### config.mk
export PLATFORM = sky130hd
export DESIGN_NAME = bit_serial_adder
export DESIGN_NICKNAME = d
export VERILOG_FILES = /design/src/rtl/bit_serial_adder_pkg.sv /design/src/rtl/bit_serial_adder_fa_cell.sv /design/src/rtl/bit_serial_adder.sv
export SDC_FILE = /design/constraint.sdc
export NUM_CORES = 1
export LEC_CHECK = 0
export ABC_AREA = 1
export CORE_UTILIZATION = 28
export CTS_CLUSTER_SIZE = 14
export DETAILED_ROUTE_END_ITERATION = 10
export GPL_ROUTABILITY_DRIVEN = 0
export SLEW_MARGIN = 10
export SYNTH_ARGS = -nofsm -noshare
export SYNTH_HDL_FRONTEND = slang
export SYNTH_HIERARCHICAL = 1
export SYNTH_SLANG_ARGS = --single-unit
### constraint.sdc
create_clock -name clk -period 1.18 [get_ports clk]
set_input_delay 0.236 -clock clk [delete_from_list [all_inputs] [get_ports clk]]
set_output_delay 0.236 -clock clk [all_outputs]
set_load 0.03 [all_outputs]
### src/rtl/bit_serial_adder_pkg.sv
// Shared types for the bit-serial adder: FSM state encoding and counter sizing.
package bit_serial_adder_pkg;

  typedef enum logic {
    ST_IDLE  = 1'b0,
    ST_SHIFT = 1'b1
  } state_t;

  // Bit counter must hold WIDTH-1 but never collapse to zero bits.
  function automatic int cnt_width(input int width);
    return (width > 1) ? $clog2(width) : 1;
  endfunction

endpackage

### src/rtl/bit_serial_adder_fa_cell.sv
// Single-bit full adder cell; purely combinational, same a/b/c/sum/carry
// port set as the shared full-adder cell it stands in for.
module fa_cell (
  input  logic a,
  input  logic b,
  input  logic c,
  output logic sum,
  output logic carry
);

  logic half_sum;

  assign half_sum = a ^ b;
  assign sum      = half_sum ^ c;
  assign carry    = (a & b) | (c & half_sum);

endmodule

### src/rtl/bit_serial_adder.sv
// Bit-serial adder: streams operands LSB-first through one full-adder cell,
// one bit per clock, carry held in a flip-flop between bits.
module bit_serial_adder
  import bit_serial_adder_pkg::*;
#(
  parameter int WIDTH = 8
) (
  input  logic             clk,
  input  logic             rst_n,
  input  logic             start,
  input  logic [WIDTH-1:0] a_in,
  input  logic [WIDTH-1:0] b_in,
  input  logic             cin,
  output logic             busy,
  output logic             done,
  output logic [WIDTH-1:0] sum_out,
  output logic             cout
);

  localparam int CW = cnt_width(WIDTH);
  localparam logic [CW-1:0] CNT_LAST = CW'(WIDTH - 1);

  state_t           state_reg, state_next;
  logic [WIDTH-1:0] a_sr_reg, a_sr_next;
  logic [WIDTH-1:0] b_sr_reg, b_sr_next;
  logic [WIDTH-1:0] sum_sr_reg, sum_sr_next;
  logic             c_reg, c_next;
  logic [CW-1:0]    cnt_reg, cnt_next;
  logic             busy_reg, busy_next;
  logic             done_reg, done_next;
  logic [WIDTH-1:0] sum_out_reg, sum_out_next;
  logic             cout_reg, cout_next;

  logic             cell_sum;
  logic             cell_carry;
  logic [WIDTH-1:0] sum_shift;

  fa_cell u_cell (
    .a     (a_sr_reg[0]),
    .b     (b_sr_reg[0]),
    .c     (c_reg),
    .sum   (cell_sum),
    .carry (cell_carry)
  );

  // New sum bit enters at the MSB; the cast keeps this legal for WIDTH=1.
  assign sum_shift = WIDTH'({cell_sum, sum_sr_reg} >> 1);

  always_ff @(posedge clk or negedge rst_n) begin
    if (!rst_n) begin
      state_reg   <= ST_IDLE;
      a_sr_reg    <= '0;
      b_sr_reg    <= '0;
      sum_sr_reg  <= '0;
      c_reg       <= 1'b0;
      cnt_reg     <= '0;
      busy_reg    <= 1'b0;
      done_reg    <= 1'b0;
      sum_out_reg <= '0;
      cout_reg    <= 1'b0;
    end else begin
      state_reg   <= state_next;
      a_sr_reg    <= a_sr_next;
      b_sr_reg    <= b_sr_next;
      sum_sr_reg  <= sum_sr_next;
      c_reg       <= c_next;
      cnt_reg     <= cnt_next;
      busy_reg    <= busy_next;
      done_reg    <= done_next;
      sum_out_reg <= sum_out_next;
      cout_reg    <= cout_next;
    end
  end

  always_comb begin
    state_next   = state_reg;
    a_sr_next    = a_sr_reg;
    b_sr_next    = b_sr_reg;
    sum_sr_next  = sum_sr_reg;
    c_next       = c_reg;
    cnt_next     = cnt_reg;
    busy_next    = busy_reg;
    done_next    = 1'b0;
    sum_out_next = sum_out_reg;
    cout_next    = cout_reg;

    case (state_reg)
      ST_IDLE: begin
        if (start) begin
          a_sr_next   = a_in;
          b_sr_next   = b_in;
          c_next      = cin;
          cnt_next    = '0;
          sum_sr_next = '0;
          busy_next   = 1'b1;
          state_next  = ST_SHIFT;
        end
      end
      ST_SHIFT: begin
        sum_sr_next = sum_shift;
        c_next      = cell_carry;
        a_sr_next   = a_sr_reg >> 1;
        b_sr_next   = b_sr_reg >> 1;
        cnt_next    = cnt_reg + 1'b1;
        // Last bit: publish result together with the final carry.
        if (cnt_reg == CNT_LAST) begin
          sum_out_next = sum_shift;
          cout_next    = cell_carry;
          done_next    = 1'b1;
          busy_next    = 1'b0;
          state_next   = ST_IDLE;
        end
      end
      default: state_next = ST_IDLE;
    endcase
  end

  assign busy    = busy_reg;
  assign done    = done_reg;
  assign sum_out = sum_out_reg;
  assign cout    = cout_reg;

endmodule

==> flow_metrics.tcl <==
set metrics [dict create \
    synth-simple-area-share_pct 25.54 \
    r2r_end "sum_sr_reg[7]$_DFFE_PN0P_" \
    syn_area_mm2 0.001637 \
    layout-drive-gt1-share_pct 22.90 \
    max_stage_delay_ns 0.55 \
    ys_ff_latch 39 \
    status "finished clean" \
    grt_start_max_net_pins 40 \
    muxShareOfSynthArea_pct 0 \
    syn_area_per_cell_um2 9.299 \
    chipHeight_um 78.45 \
    ant_nets 0 \
    vias_per_cell 4.493 \
    synth_top_cells_by_area "dfrtp_1 (60%), nand2_1 (14%), nand3_1 (9.8%)" \
    final_area_mm2 0.002245 \
    max-vdd-ir-drop_uv 1107 \
    path_max_fanout 2 \
    h-tree-depth 2 \
    worst_pin_slew_ns 0.2723 \
    final-max-slew-violation-count 0 \
    track_usage_pct 12.46 \
    tns_ns 0 \
    nets 237 \
    synth-xor-area-share_pct 0 \
    dpl.hpwl_mm 2.070 \
    syn_to_final_growth_pct 37.16 \
    clockBufferDepth 2 \
    ys_seq_area_share_pct 59.63 \
    hold_viol_final 0 \
    clk_pin_slew_ns 0.08 \
    slowest_stage "fa_1" \
    vias 1285 \
    r2r_cells 3 \
    synthFlopType "dfrtp_1" \
    worstPathArrival_ns 1.38 \
    cts_root_buffer "clkbuf_8" \
    path_cells "fa_1 -> inv_2 -> o21ai_1" \
    die-area_mm2 0.006154 \
    drc 0 \
    fin_hold_ws_ns 0.4385 \
    critPathKind "flip-flop to flip-flop" \
    cts_sinks 39 \
    die_w_um 78.45 \
    grt_pass1_wl_mm 5.892 \
    ys_types 15 \
    synth_common_cells "nand2_1 (63), dfrtp_1 (39), nand3_1 (32)" \
    wl_mm 3.354 \
    cap_violations 0 \
    dpl-instance-area_mm2 0.002014 \
    route.detailed.wl_per_inst_um 11.73 \
    grt_pass1_vias 1222 \
    synthAdderAreaFrac_pct 3.517 \
    endpoint_kind "flip-flop" \
    max_freq_mhz 859.7 \
    initialDrtViolationCount 111 \
    synth_top_family_by_area "simple AND/OR/NAND/NOR gates" \
    initial_core_util_pct 29.36 \
    power_density_mw_per_mm2 2474 \
    critPathLaunchType "flip-flop" \
    fin_skew_ns 0.009039 \
    row_count 27 \
    worstSkewPairLatency_ns 0.28 \
    fp.coreArea_mm2 0.005574 \
    hp-class "input pin to async pin" \
    antennaDiodeCount 0 \
    synth_nets 200 \
    yosys_warnings 6 \
    cts_tree "done" \
    p_leak_nw 1.061 \
    cp.required_ns 1.40 \
    yosysTopAreaCellShare_pct 59.63 \
    worst_slack_ns 0.01676 \
    io_buffers 30 \
    synth_compound_area_share_pct 5.046 \
    yosysTopAreaCell "dfrtp_1" \
    slew_headroom_pct 81.85 \
    place_ws_ns -0.1573 \
    async_reset_ff_share_pct 100.0 \
    min_period_ns 1.163 \
    regToRegStartpoint "c_reg$_DFFE_PN0P_" \
    synth_edf_count 0 \
    setup_viol 0 \
    antenna_found_initial 0 \
    first_pass_iters 4 \
    rsz0062_at_grt "yes" \
    syn_inst 176 \
    regToRegSetupSlack_ns 0.02 \
    period_share_pct 98.58 \
    overflow 0 \
    synth.most_common_cell "nand2_1" \
    ios 31 \
    cts_buffers 5 \
]
-- through the flow --
step                      total power, mW  std cells  utilization (%)
final                               5.554        286            40.27
after global routing                5.986        286            40.27
after CTS                           5.503        286            39.69
after detailed placement            4.160        275            36.14
after global placement              4.097        275            36.14
after floorplan                     3.520        176                -
-- placed cells by master (no fill, tap or decap) --
cell type        netlist  routed
nand2_1               63      55
dfrtp_1               39      38
nand3_1               32      32
clkdlybuf4s50_1        0      18
buf_4                  3      15
o21ai_1               15      12
nand2_2                1       8
inv_1                  8       7
clkbuf_8               0       6
o21ai_2                0       3
buf_12                 0       3
inv_2                  2       2
ha_2                   0       2
nand2_8                0       1
nor2_4                 1       1
nor2_1                 1       1
inv_4                  0       1
a21boi_2               0       1
ha_4                   0       1
bufinv_16              0       1
clkinv_2               0       1
buf_16                 0       1
dlygate4sd3_1          0       1
buf_2                  4       1
dfrtp_2                0       1
fa_1                   1       1
-- logic make-up after synthesis --
kind of cell               Yosys count
adders and majority gates            4
and+or+nand+nor                     98
AOI/OAI and AO/OA                   16
DFF                                 39
buffers and inverters               19
-- critical path: cells and delay by family, from the launching register on --
family                   cells  cell delay, ns
buffers and inverters        1            0.04
flip-flops                   1            0.40
AO/OA/AOI/OAI                1            0.11
adder cells (fa/ha/maj)      1            0.55
-- layout make-up --
type,instances,area (µm²)
clock buffers,6,82.58
flip-flops and latches,39,977.2
clock inverters,2,35.03
multi-input cells,118,624.3
fillers,578,3329
inverters,10,40.04
well taps,72,90.09
repair buffers,39,395.4
-- metal layers --
metal / vias to the layer above / share of wire, % / track usage, %
li1: 641 / - / -
met1: 611 / 47 / 16.35
met2: 31 / 48 / 20.35
met3: 2 / 4.7 / 3.140
met4: 0 / 0.33 / 3.333
met5: - / 0 / 0
-- how the worst max path moves through the flow --
stage / start / endpoint / slack (ns) / depth (start not counted)
floorplan: cnt_reg[0]$_DFFE_PN0P_ / sum_out[6]$_DFFE_PN0P_ / 0.004 / 6
global placement: start / b_sr_reg[2]$_DFFE_PN0P_ / -0.15 / 4
detailed placement: start / b_sr_reg[3]$_DFFE_PN0P_ / -0.16 / 4
CTS: cnt_reg[0]$_DFFE_PN0P_ / sum_out[1]$_DFFE_PN0P_ / -0.00002 / 6
global route: c_reg$_DFFE_PN0P_ / sum_out[7]$_DFFE_PN0P_ / -0.04 / 3
finish: c_reg$_DFFE_PN0P_ / sum_sr_reg[7]$_DFFE_PN0P_ / 0.02 / 3
-- power breakdown --
part	internal, mW	switching, mW
clock network	0.684	0.450
registers	1.88	0.360
logic	0.936	1.25
total	3.50	2.06
-- timing repair --
action	CTS	global route
pin swaps	1	5
hold endpoints to repair	39	0
cloned	1	0
hold buffers	1	0
gates resized for setup	8	13
endpoints found under the setup margin	15	28
setup buffers	1	0
No activity file was read; power rests on OpenSTA's default activity.
